<file path="src/rtl/cpu_loader_pkg.sv">
// Shared constants for the serial boot loader: host command/reply codes and FSM encoding.
package cpu_loader_pkg;

    localparam int unsigned STATE_W = 4;
    localparam int unsigned CNT_W   = 9;

    localparam logic [7:0] CMD_LOAD = 8'h4C;
    localparam logic [7:0] CMD_READ = 8'h52;
    localparam logic [7:0] CMD_GO   = 8'h47;

    localparam logic [7:0] RSP_OK   = 8'h4B;
    localparam logic [7:0] RSP_HALT = 8'h48;
    localparam logic [7:0] RSP_ERR  = 8'h3F;

    localparam logic [STATE_W-1:0] ST_IDLE  = 4'd0;
    localparam logic [STATE_W-1:0] ST_ADRH  = 4'd1;
    localparam logic [STATE_W-1:0] ST_ADRL  = 4'd2;
    localparam logic [STATE_W-1:0] ST_LEN   = 4'd3;
    localparam logic [STATE_W-1:0] ST_LDATA = 4'd4;
    localparam logic [STATE_W-1:0] ST_RREQ  = 4'd5;
    localparam logic [STATE_W-1:0] ST_RWAIT = 4'd6;
    localparam logic [STATE_W-1:0] ST_RSAMP = 4'd7;
    localparam logic [STATE_W-1:0] ST_RSEND = 4'd8;
    localparam logic [STATE_W-1:0] ST_GO    = 4'd9;
    localparam logic [STATE_W-1:0] ST_RUN   = 4'd10;
    localparam logic [STATE_W-1:0] ST_TX    = 4'd11;
    localparam logic [STATE_W-1:0] ST_GUARD = 4'd12;

    // True for command bytes that are followed by an address.
    function automatic logic is_cmd(input logic [7:0] b);
        return (b == CMD_LOAD) || (b == CMD_READ) || (b == CMD_GO);
    endfunction

endpackage

</file>
<file path="src/rtl/bus_owner_mux.sv">
// Steers RAM and UART between the loader and the CPU; sel=1 hands both to the CPU.
module bus_owner_mux #(
    parameter int unsigned ADDR_W = 9
) (
    input  logic              sel,
    input  logic [ADDR_W-1:0] ld_raddr,
    input  logic [ADDR_W-1:0] ld_waddr,
    input  logic [7:0]        ld_wdata,
    input  logic              ld_we,
    input  logic [7:0]        ld_tx_byte,
    input  logic              ld_tx_transmit,
    input  logic [ADDR_W-1:0] cpu_raddr,
    input  logic [ADDR_W-1:0] cpu_waddr,
    input  logic [7:0]        cpu_wdata,
    input  logic              cpu_we,
    input  logic [7:0]        cpu_tx_byte,
    input  logic              cpu_transmit,
    input  logic              rx_received,
    input  logic [7:0]        rx_byte,
    input  logic              tx_is_transmitting,
    output logic [ADDR_W-1:0] ram_raddr_c,
    output logic [ADDR_W-1:0] ram_waddr_c,
    output logic [7:0]        ram_wdata_c,
    output logic              ram_we_c,
    output logic [7:0]        tx_byte_c,
    output logic              tx_transmit_c,
    output logic              cpu_is_transmitting_c,
    output logic              cpu_received_c,
    output logic [7:0]        cpu_rx_byte_c
);

    assign ram_raddr_c   = sel ? cpu_raddr    : ld_raddr;
    assign ram_waddr_c   = sel ? cpu_waddr    : ld_waddr;
    assign ram_wdata_c   = sel ? cpu_wdata    : ld_wdata;
    assign ram_we_c      = sel ? cpu_we       : ld_we;
    assign tx_byte_c     = sel ? cpu_tx_byte  : ld_tx_byte;
    assign tx_transmit_c = sel ? cpu_transmit : ld_tx_transmit;

    // A stopped CPU sees a permanently busy UART and no received bytes.
    assign cpu_is_transmitting_c = sel ? tx_is_transmitting : 1'b1;
    assign cpu_received_c        = sel & rx_received;
    assign cpu_rx_byte_c         = sel ? rx_byte : 8'd0;

endmodule

</file>
<file path="src/rtl/cpu_loader.sv">
// Serial boot/monitor controller: loads and reads RAM over UART, starts the CPU and
// reclaims RAM/UART when the CPU halts.
module cpu_loader
    import cpu_loader_pkg::*;
#(
    parameter int unsigned ADDR_W = 9
) (
    input  logic              clk,
    input  logic              rst,
    input  logic              rx_received,
    input  logic [7:0]        rx_byte,
    input  logic              tx_is_transmitting,
    output logic [7:0]        tx_byte,
    output logic              tx_transmit,
    output logic [ADDR_W-1:0] ram_raddr,
    output logic [ADDR_W-1:0] ram_waddr,
    output logic [7:0]        ram_wdata,
    output logic              ram_we,
    input  logic [7:0]        ram_rdata,
    input  logic [ADDR_W-1:0] cpu_raddr,
    input  logic [ADDR_W-1:0] cpu_waddr,
    input  logic [7:0]        cpu_wdata,
    input  logic              cpu_we,
    input  logic [7:0]        cpu_tx_byte,
    input  logic              cpu_transmit,
    output logic              cpu_is_transmitting,
    output logic              cpu_received,
    output logic [7:0]        cpu_rx_byte,
    input  logic              cpu_halted,
    output logic              cpu_go,
    output logic [ADDR_W-1:0] cpu_startaddr,
    output logic              running
);

    logic [STATE_W-1:0] state_q,     state_d;
    logic [STATE_W-1:0] ret_q,       ret_d;
    logic [7:0]         cmd_q,       cmd_d;
    logic [7:0]         addr_hi_q,   addr_hi_d;
    logic [ADDR_W-1:0]  addr_q,      addr_d;
    logic [CNT_W-1:0]   count_q,     count_d;
    logic [7:0]         tx_byte_q,   tx_byte_d;
    logic               tx_send_q,   tx_send_d;
    logic [ADDR_W-1:0]  raddr_q,     raddr_d;
    logic [ADDR_W-1:0]  waddr_q,     waddr_d;
    logic [7:0]         wdata_q,     wdata_d;
    logic               we_q,        we_d;
    logic               go_q,        go_d;
    logic [ADDR_W-1:0]  startaddr_q, startaddr_d;
    logic               run_q,       run_d;

    // State and datapath registers.
    always_ff @(posedge clk) begin
        if (rst) begin
            state_q     <= ST_IDLE;
            ret_q       <= ST_IDLE;
            cmd_q       <= 8'd0;
            addr_hi_q   <= 8'd0;
            addr_q      <= '0;
            count_q     <= '0;
            tx_byte_q   <= 8'd0;
            tx_send_q   <= 1'b0;
            raddr_q     <= '0;
            waddr_q     <= '0;
            wdata_q     <= 8'd0;
            we_q        <= 1'b0;
            go_q        <= 1'b0;
            startaddr_q <= '0;
            run_q       <= 1'b0;
        end else begin
            state_q     <= state_d;
            ret_q       <= ret_d;
            cmd_q       <= cmd_d;
            addr_hi_q   <= addr_hi_d;
            addr_q      <= addr_d;
            count_q     <= count_d;
            tx_byte_q   <= tx_byte_d;
            tx_send_q   <= tx_send_d;
            raddr_q     <= raddr_d;
            waddr_q     <= waddr_d;
            wdata_q     <= wdata_d;
            we_q        <= we_d;
            go_q        <= go_d;
            startaddr_q <= startaddr_d;
            run_q       <= run_d;
        end
    end

    // Next-state and register-input logic; TX/GUARD resume at ret_q once the reply is out.
    always_comb begin
        state_d     = state_q;
        ret_d       = ret_q;
        cmd_d       = cmd_q;
        addr_hi_d   = addr_hi_q;
        addr_d      = addr_q;
        count_d     = count_q;
        tx_byte_d   = tx_byte_q;
        tx_send_d   = 1'b0;
        raddr_d     = raddr_q;
        waddr_d     = waddr_q;
        wdata_d     = wdata_q;
        we_d        = 1'b0;
        go_d        = 1'b0;
        startaddr_d = startaddr_q;
        run_d       = run_q;

        case (state_q)
            ST_IDLE: begin
                if (rx_received) begin
                    cmd_d = rx_byte;
                    if (is_cmd(rx_byte)) begin
                        state_d = ST_ADRH;
                    end else begin
                        tx_byte_d = RSP_ERR;
                        ret_d     = ST_IDLE;
                        state_d   = ST_TX;
                    end
                end
            end
            ST_ADRH: begin
                if (rx_received) begin
                    addr_hi_d = rx_byte;
                    state_d   = ST_ADRL;
                end
            end
            ST_ADRL: begin
                if (rx_received) begin
                    addr_d = ADDR_W'({addr_hi_q, rx_byte});
                    if (cmd_q == CMD_GO) begin
                        startaddr_d = ADDR_W'({addr_hi_q, rx_byte});
                        go_d        = 1'b1;
                        run_d       = 1'b1;
                        state_d     = ST_GO;
                    end else begin
                        state_d = ST_LEN;
                    end
                end
            end
            ST_LEN: begin
                if (rx_received) begin
                    count_d = (rx_byte == 8'd0) ? CNT_W'(256) : CNT_W'(rx_byte);
                    state_d = (cmd_q == CMD_LOAD) ? ST_LDATA : ST_RREQ;
                end
            end
            ST_LDATA: begin
                if (rx_received) begin
                    we_d    = 1'b1;
                    waddr_d = addr_q;
                    wdata_d = rx_byte;
                    addr_d  = addr_q + ADDR_W'(1);
                    count_d = count_q - CNT_W'(1);
                    if (count_q == CNT_W'(1)) begin
                        tx_byte_d = RSP_OK;
                        ret_d     = ST_IDLE;
                        state_d   = ST_TX;
                    end
                end
            end
            ST_RREQ: begin
                raddr_d = addr_q;
                state_d = ST_RWAIT;
            end
            ST_RWAIT: begin
                state_d = ST_RSAMP;
            end
            ST_RSAMP: begin
                tx_byte_d = ram_rdata;
                state_d   = ST_RSEND;
            end
            ST_RSEND: begin
                // A zero count here means the data bytes are done and only 'K' remains.
                if (count_q == '0) begin
                    tx_byte_d = RSP_OK;
                    ret_d     = ST_IDLE;
                end else begin
                    addr_d  = addr_q + ADDR_W'(1);
                    count_d = count_q - CNT_W'(1);
                    ret_d   = (count_q == CNT_W'(1)) ? ST_RSEND : ST_RREQ;
                end
                state_d = ST_TX;
            end
            ST_GO: begin
                state_d = ST_RUN;
            end
            ST_RUN: begin
                if (cpu_halted) begin
                    run_d     = 1'b0;
                    tx_byte_d = RSP_HALT;
                    ret_d     = ST_IDLE;
                    state_d   = ST_TX;
                end
            end
            ST_TX: begin
                if (!tx_is_transmitting) begin
                    tx_send_d = 1'b1;
                    state_d   = ST_GUARD;
                end
            end
            ST_GUARD: begin
                state_d = ret_q;
            end
            default: begin
                state_d = ST_IDLE;
            end
        endcase
    end

    // Reset revokes CPU ownership in the same cycle, before the register clears.
    assign running       = run_q & ~rst;
    assign cpu_go        = go_q;
    assign cpu_startaddr = startaddr_q;

    bus_owner_mux #(.ADDR_W(ADDR_W)) u_mux (
        .sel                   (running),
        .ld_raddr              (raddr_q),
        .ld_waddr              (waddr_q),
        .ld_wdata              (wdata_q),
        .ld_we                 (we_q),
        .ld_tx_byte            (tx_byte_q),
        .ld_tx_transmit        (tx_send_q),
        .cpu_raddr             (cpu_raddr),
        .cpu_waddr             (cpu_waddr),
        .cpu_wdata             (cpu_wdata),
        .cpu_we                (cpu_we),
        .cpu_tx_byte           (cpu_tx_byte),
        .cpu_transmit          (cpu_transmit),
        .rx_received           (rx_received),
        .rx_byte               (rx_byte),
        .tx_is_transmitting    (tx_is_transmitting),
        .ram_raddr_c           (ram_raddr),
        .ram_waddr_c           (ram_waddr),
        .ram_wdata_c           (ram_wdata),
        .ram_we_c              (ram_we),
        .tx_byte_c             (tx_byte),
        .tx_transmit_c         (tx_transmit),
        .cpu_is_transmitting_c (cpu_is_transmitting),
        .cpu_received_c        (cpu_received),
        .cpu_rx_byte_c         (cpu_rx_byte)
    );

endmodule
</file>
<file path="config.mk">
export PLATFORM = sky130hd
export DESIGN_NAME = cpu_loader
export DESIGN_NICKNAME = d
export VERILOG_FILES = /design/src/rtl/cpu_loader_pkg.sv /design/src/rtl/bus_owner_mux.sv /design/src/rtl/cpu_loader.sv
export SDC_FILE = /design/constraint.sdc
export NUM_CORES = 1
export LEC_CHECK = 0
export CORE_AREA = 2 2 107 134
export CTS_CLUSTER_SIZE = 20
export DETAILED_ROUTE_END_ITERATION = 12
export DIE_AREA = 0 0 109 136
export SETUP_SLACK_MARGIN = 0.3
export SLEW_MARGIN = 20
export SYNTH_ARGS = -nofsm -noshare
export SYNTH_HDL_FRONTEND = slang
export SYNTH_HIERARCHICAL = 1
export SYNTH_SLANG_ARGS = --single-unit
</file>
<file path="constraint.sdc">
create_clock -name clk -period 5.5 [get_ports clk]
set_input_delay 1.1 -clock clk [delete_from_list [all_inputs] [get_ports clk]]
set_output_delay 1.1 -clock clk [all_outputs]
set_load 0.1 [all_outputs]
</file>
# ---- Word-level counts from Yosys, hierarchy flattened
# Cells that the tools add are included.
dict set report totals {
  reg_bits 82
  output_inout_bits 57
  wordCells 128
}
dict set report classes {
  n_addsub 2
  n_eq_ne 30
  n_mux 51
  n_bitwise 7
  n_reduce_logical 23
}
# operator count
set ops {}
lappend ops {{$mux W9} 9}
lappend ops {{$mux W8} 9}
lappend ops {{$mux W4} 17}
lappend ops {{$pmux W9 S3} 2}
lappend ops {{$pmux W4 S13} 1}
lappend ops {{$eq A8 B7 Y1 const B} 5}
lappend ops {{$pmux W8 S5} 1}
lappend ops {{$ne A2 B2 Y1 const B} 12}
lappend ops {{$eq A4 B4 Y1 const B} 5}
lappend ops {{$eq A4 B3 Y1 const B} 4}
lappend ops {{$pmux W4 S4} 1}
lappend ops {{$reduce_and A4 Y1} 3}
lappend ops {{$mux W1} 10}
lappend ops {{$add A9 B1 Y9 const B} 1}
lappend ops {{$eq A9 B1 Y1 const B} 1}
lappend ops {{$logic_not A9 Y1} 1}
lappend ops {{$sub A9 B1 Y9 const B} 1}
lappend ops {{$eq A4 B2 Y1 const B} 2}
lappend ops {{$logic_not A8 Y1} 1}
lappend ops {{$reduce_and A8 Y1} 1}
lappend ops {{$reduce_and A7 Y1} 1}
lappend ops {{$reduce_and A2 Y1} 3}
lappend ops {{$reduce_and A6 Y1} 1}
lappend ops {{$reduce_bool A3 Y1} 2}
lappend ops {{12 further kinds} 19}

# ---- Depth between registers and ports, before layout
dict set report logic_depth {
  ltp_word 6
  mapped_depth 8
}

# ---- By module
# The synthesis kept the hierarchy.
# mod n_inst cells_per_inst area_each_um2
set modules_own_cells {}
lappend modules_own_cells {cpu_loader 1 513 3997.6}
lappend modules_own_cells {bus_owner_mux 1 51 656.9}

# ---- Worst setup path after synthesis
# Ideal clock, no wire load.
dict set report synth_timing {
  path_kind {input port to output port}
  startpoint {in rst}
  endpoint {out cpu_received}
  t_arrival_ps 3915
  required_time_ps 4400
  path_slack_ps 485
  path_stages 5
  n_path_buf 3
  cell_sequence {clkbuf_1 -> nor2b_1 -> buf_6 -> buf_2 -> and2_1}
}
dict set report synth_via {
  elab_chain_cells 3
}
# element line
set synth_lines {}
lappend synth_lines {{start: declaration} cpu_loader.sv:9} ;# input logic rst,
lappend synth_lines {{$not A1 Y1} cpu_loader.sv:208} ;# assign running = run_q & ~rst;
lappend synth_lines {{$and A1 B1 Y1} cpu_loader.sv:208}
lappend synth_lines {{net running} cpu_loader.sv:32} ;# output logic running
lappend synth_lines {{$and A1 B1 Y1} bus_owner_mux.sv:41} ;# assign cpu_received_c = sel & rx_received;
lappend synth_lines {{end: declaration} cpu_loader.sv:27} ;# output logic cpu_received,
# The timed path passes the listed nets, and every way through them passes these cells.

# ---- Final worst setup path
dict set report layout_timing {
  startpoint {in tx_is_transmitting}
  endpoint {out cpu_is_transmitting}
}
dict set report layout_via {
  elab_chain_cells 1
}
# element line
set layout_lines {}
lappend layout_lines {{start: declaration} cpu_loader.sv:12} ;# input logic tx_is_transmitting,
lappend layout_lines {{$mux W1} bus_owner_mux.sv:40} ;# assign cpu_is_transmitting_c = sel ? tx_is_transmitting : 1'b1;
lappend layout_lines {{end: declaration} cpu_loader.sv:26} ;# output logic cpu_is_transmitting,
# No other way between the ends.

==> summary.txt <==
Rel. slew slack = 0.279
Register area share after synthesis = 0.344
YS warnings = 6
Synth Flop Type = dfxtp_1
Worst IR drop on VDD = 0.194 mV
Vert. Die Dim = 136 µm
Setup TNS = 0 ps
Worst r2r dst = count_q[4]$_SDFFE_PP0P_
Worst Hold Endpoint = cpu_startaddr[6]$_SDFFE_PP0P_
HPWL Detailed = 9.09 mm
Crit path DAT = 2810 ps
Clk_lat worst skew = 340 ps
FF-to-FF path depth = 5
Syn Nets = 625
Cts repair resizes = 0
Die Span X = 109 µm
WHS = 455 ps
Setup violators final = 0
Setup crit end kind = output pin
Worst-Margin Slew = 1080 ps
Flop2flop setup slack = 2670 ps
Final Skew = 6.55 ps
Vias/cell = 5.27
Final slew viol count = 0
CTS max path bufs = 2
CTS Hold Bufs = 0
Outcome = complete, no violations
Hold path depth = 2
Number of port buffers = 113
Routed wire length = 13.1 mm
Clock sink count = 80
Ports = 114
CORE AREA = 13,600 µm²
Die Footprint = 14,800 µm²
Syn Std Cell Area = 4650 µm²
Global-route wire length before repair = 20.7 mm
Critical Path Fanout Max = 3
Number of synthesized flops with an enable pin = 0
Crit Reg-Reg Startpoint = state_q[1]$_SDFFE_PP0P_
Worst EP required = 4400 ps
Vias in the first global route = 4,094
Post-Syn Instances = 564
Unrepaired setup endpoints after global routing = no
Switching Share = 0.413
P_leak = 2.23 nW
Yosys cell types = 65
Flop pwr share = 0.326
Comb pwr share = 0.400
Starting Density = 0.341
Num CTS Buffers = 9
Fin. Hold Viols = 0
Cell Rows = 48
Synthesized area per cell = 8.25 µm²
Share of layout cells above drive strength 1 = 0.181
Largest net degree at the start of global routing = 78
GP Congestion = 0.939
Psw = 1.04 mW
Pwr per Cell Area = 421 nW/µm²
Initial antenna violation count = 0
Wire length per cell = 15.9 µm
CTS tree = done
Initial DRC Count = 302
Via Count = 4,359
Worst hold start = cpu_startaddr[6]$_SDFFE_PP0P_
Critical Path Start Type = input pin
Power Total = 2.53 mW
Grt ovf = 0
DRT antenna net count = 0
Max Fclk = 256 MHz
Placed cells = 812
Diode count = 0
Worst hold path class = flop to flop
Router iterations before antenna repair = 5
Fin cells = 827
Flops & latches, synth = 80
Post-synth ARST share = 0
Shortest period the worst path allows = 3910 ps
Post-CTS Setup Repair Bufs = 0
Clk slew on worst S/H paths = 60 ps
Critical path type = input pin to output pin
GRT Overall Usage = 0.177
Root Driver = clkbuf_16
Final net count = 709
CTS HTree Levels = 3
Internal Power = 1.49 mW
Clock network fraction of total power = 0.274
Maxcap violations = 0
P&R area growth vs syn = 29.0%
Residual DRC = 0
Crit share post-route = 0.711
==> worst max path at each step <==
stage | startpoint | to | slack [ps] | cells past startpoint
floorplan | rst | cpu_received | 490 | 5
global placement | tx_is_transmitting | cpu_is_transmitting | 1570 | 3
detailed placement | tx_is_transmitting | cpu_is_transmitting | 1570 | 3
CTS | tx_is_transmitting | cpu_is_transmitting | 1580 | 3
global route | tx_is_transmitting | cpu_is_transmitting | 1520 | 3
finish | tx_is_transmitting | cpu_is_transmitting | 1590 | 3
==> power by group through the flow <==
stage	clock network [mW]	registers [mW]	logic, mW
CTS	0.703	0.823	1.00
detailed placement	0	0.836	0.996
global placement	0	0.833	0.979
floorplan	0	0.745	0.861
global route	0.728	0.847	1.10
finish	0.692	0.826	1.01
==> synthesized netlist by cell type, types with 7 or more instances <==
| library cell | instances | area, µm² |
|---|---|---|
| nor3_1 | 9 | 45.0 |
| mux2_2 | 7 | 78.8 |
| o21ai_0 | 38 | 190 |
| dfxtp_1 | 80 | 1600 |
| mux2i_1 | 14 | 140 |
| nand3_1 | 11 | 55.1 |
| and2_1 | 13 | 81.3 |
| nor4_1 | 8 | 50.1 |
| nor2_1 | 38 | 143 |
| mux2_4 | 30 | 450 |
| nand2_1 | 104 | 390 |
| a21oi_1 | 63 | 315 |
| clkbuf_1 | 27 | 101 |
==> per-layer routing <==
layer  vias up  global-route usage  routed length [µm]
met5         -                   0                   0
met4         0              0.0627                 231
met3        20              0.0292                 750
met2       139               0.300                6240
met1      2028               0.225                5890
li1       2172                   -                   -
==> area by class of cell <==
type	count	area [µm²]
fill	1343	7630
multi-input combinational	436	2790
sequential	80	1600
timing repair buffer	115	1030
clock buffer	9	225
tap	175	219
clock inverter	6	115
inverter	6	22.5
==> critical path, cell delays in order <==
cell and delay [ps]:
clkdlybuf4s50_1 480, nand2b_1 100, clkdlybuf4s50_1 1120
==> cell families after synthesis <==
kind of cell | Yosys count | synth area share
compound gates | 135 | 0.166
xor+xnor | 1 | 0.00188
fa+ha+maj | 4 | 0.0108
buf+inv | 48 | 0.0583
flops | 80 | 0.344
mux | 51 | 0.144
simple gates | 245 | 0.275
==> registers in the layout, indices dropped and copies added (netlist names) <==
name / cells
we_q: 1
addr_q: 9
addr_hi_q: 1
cmd_q: 8
raddr_q: 9
cpu_go: 1
count_q: 9
ret_q: 2
waddr_q: 9
run_q: 1
wdata_q: 8
cpu_startaddr: 9
tx_byte_q: 8
tx_send_q: 1
state_q: 4
==> metrics by stage <==
| step | instance area (µm²) | setup slack, ps | utilization |
|---|---|---|---|
| 3_5_place_dp | 5660 | 1570 | 0.415 |
| 3_3_place_gp | 5660 | 1570 | 0.415 |
| 6_report | 6000 | 1590 | 0.440 |
| 4_1_cts | 6000 | 1580 | 0.440 |
| 2_1_floorplan | 4650 | 485 | - |
| 5_1_grt | 6000 | 1520 | 0.440 |
==> cells in the final DEF, fill, tap and decap left out, types with 7 or more instances in the layout <==
| cell type | synthesis | layout |
|---|---|---|
| clkdlybuf4s50_1 | 0 | 66 |
| mux2_2 | 7 | 7 |
| nor3_1 | 9 | 9 |
| nor4_1 | 8 | 8 |
| mux2i_1 | 14 | 14 |
| dfxtp_1 | 80 | 80 |
| clkbuf_16 | 0 | 9 |
| buf_4 | 0 | 48 |
| a21oi_1 | 63 | 63 |
| nor2_1 | 38 | 38 |
| nand2_1 | 104 | 104 |
| nand3_1 | 11 | 11 |
| and2_1 | 13 | 13 |
| o21ai_0 | 38 | 38 |
| mux2_4 | 30 | 30 |
(Power assumes the default switching activity.)
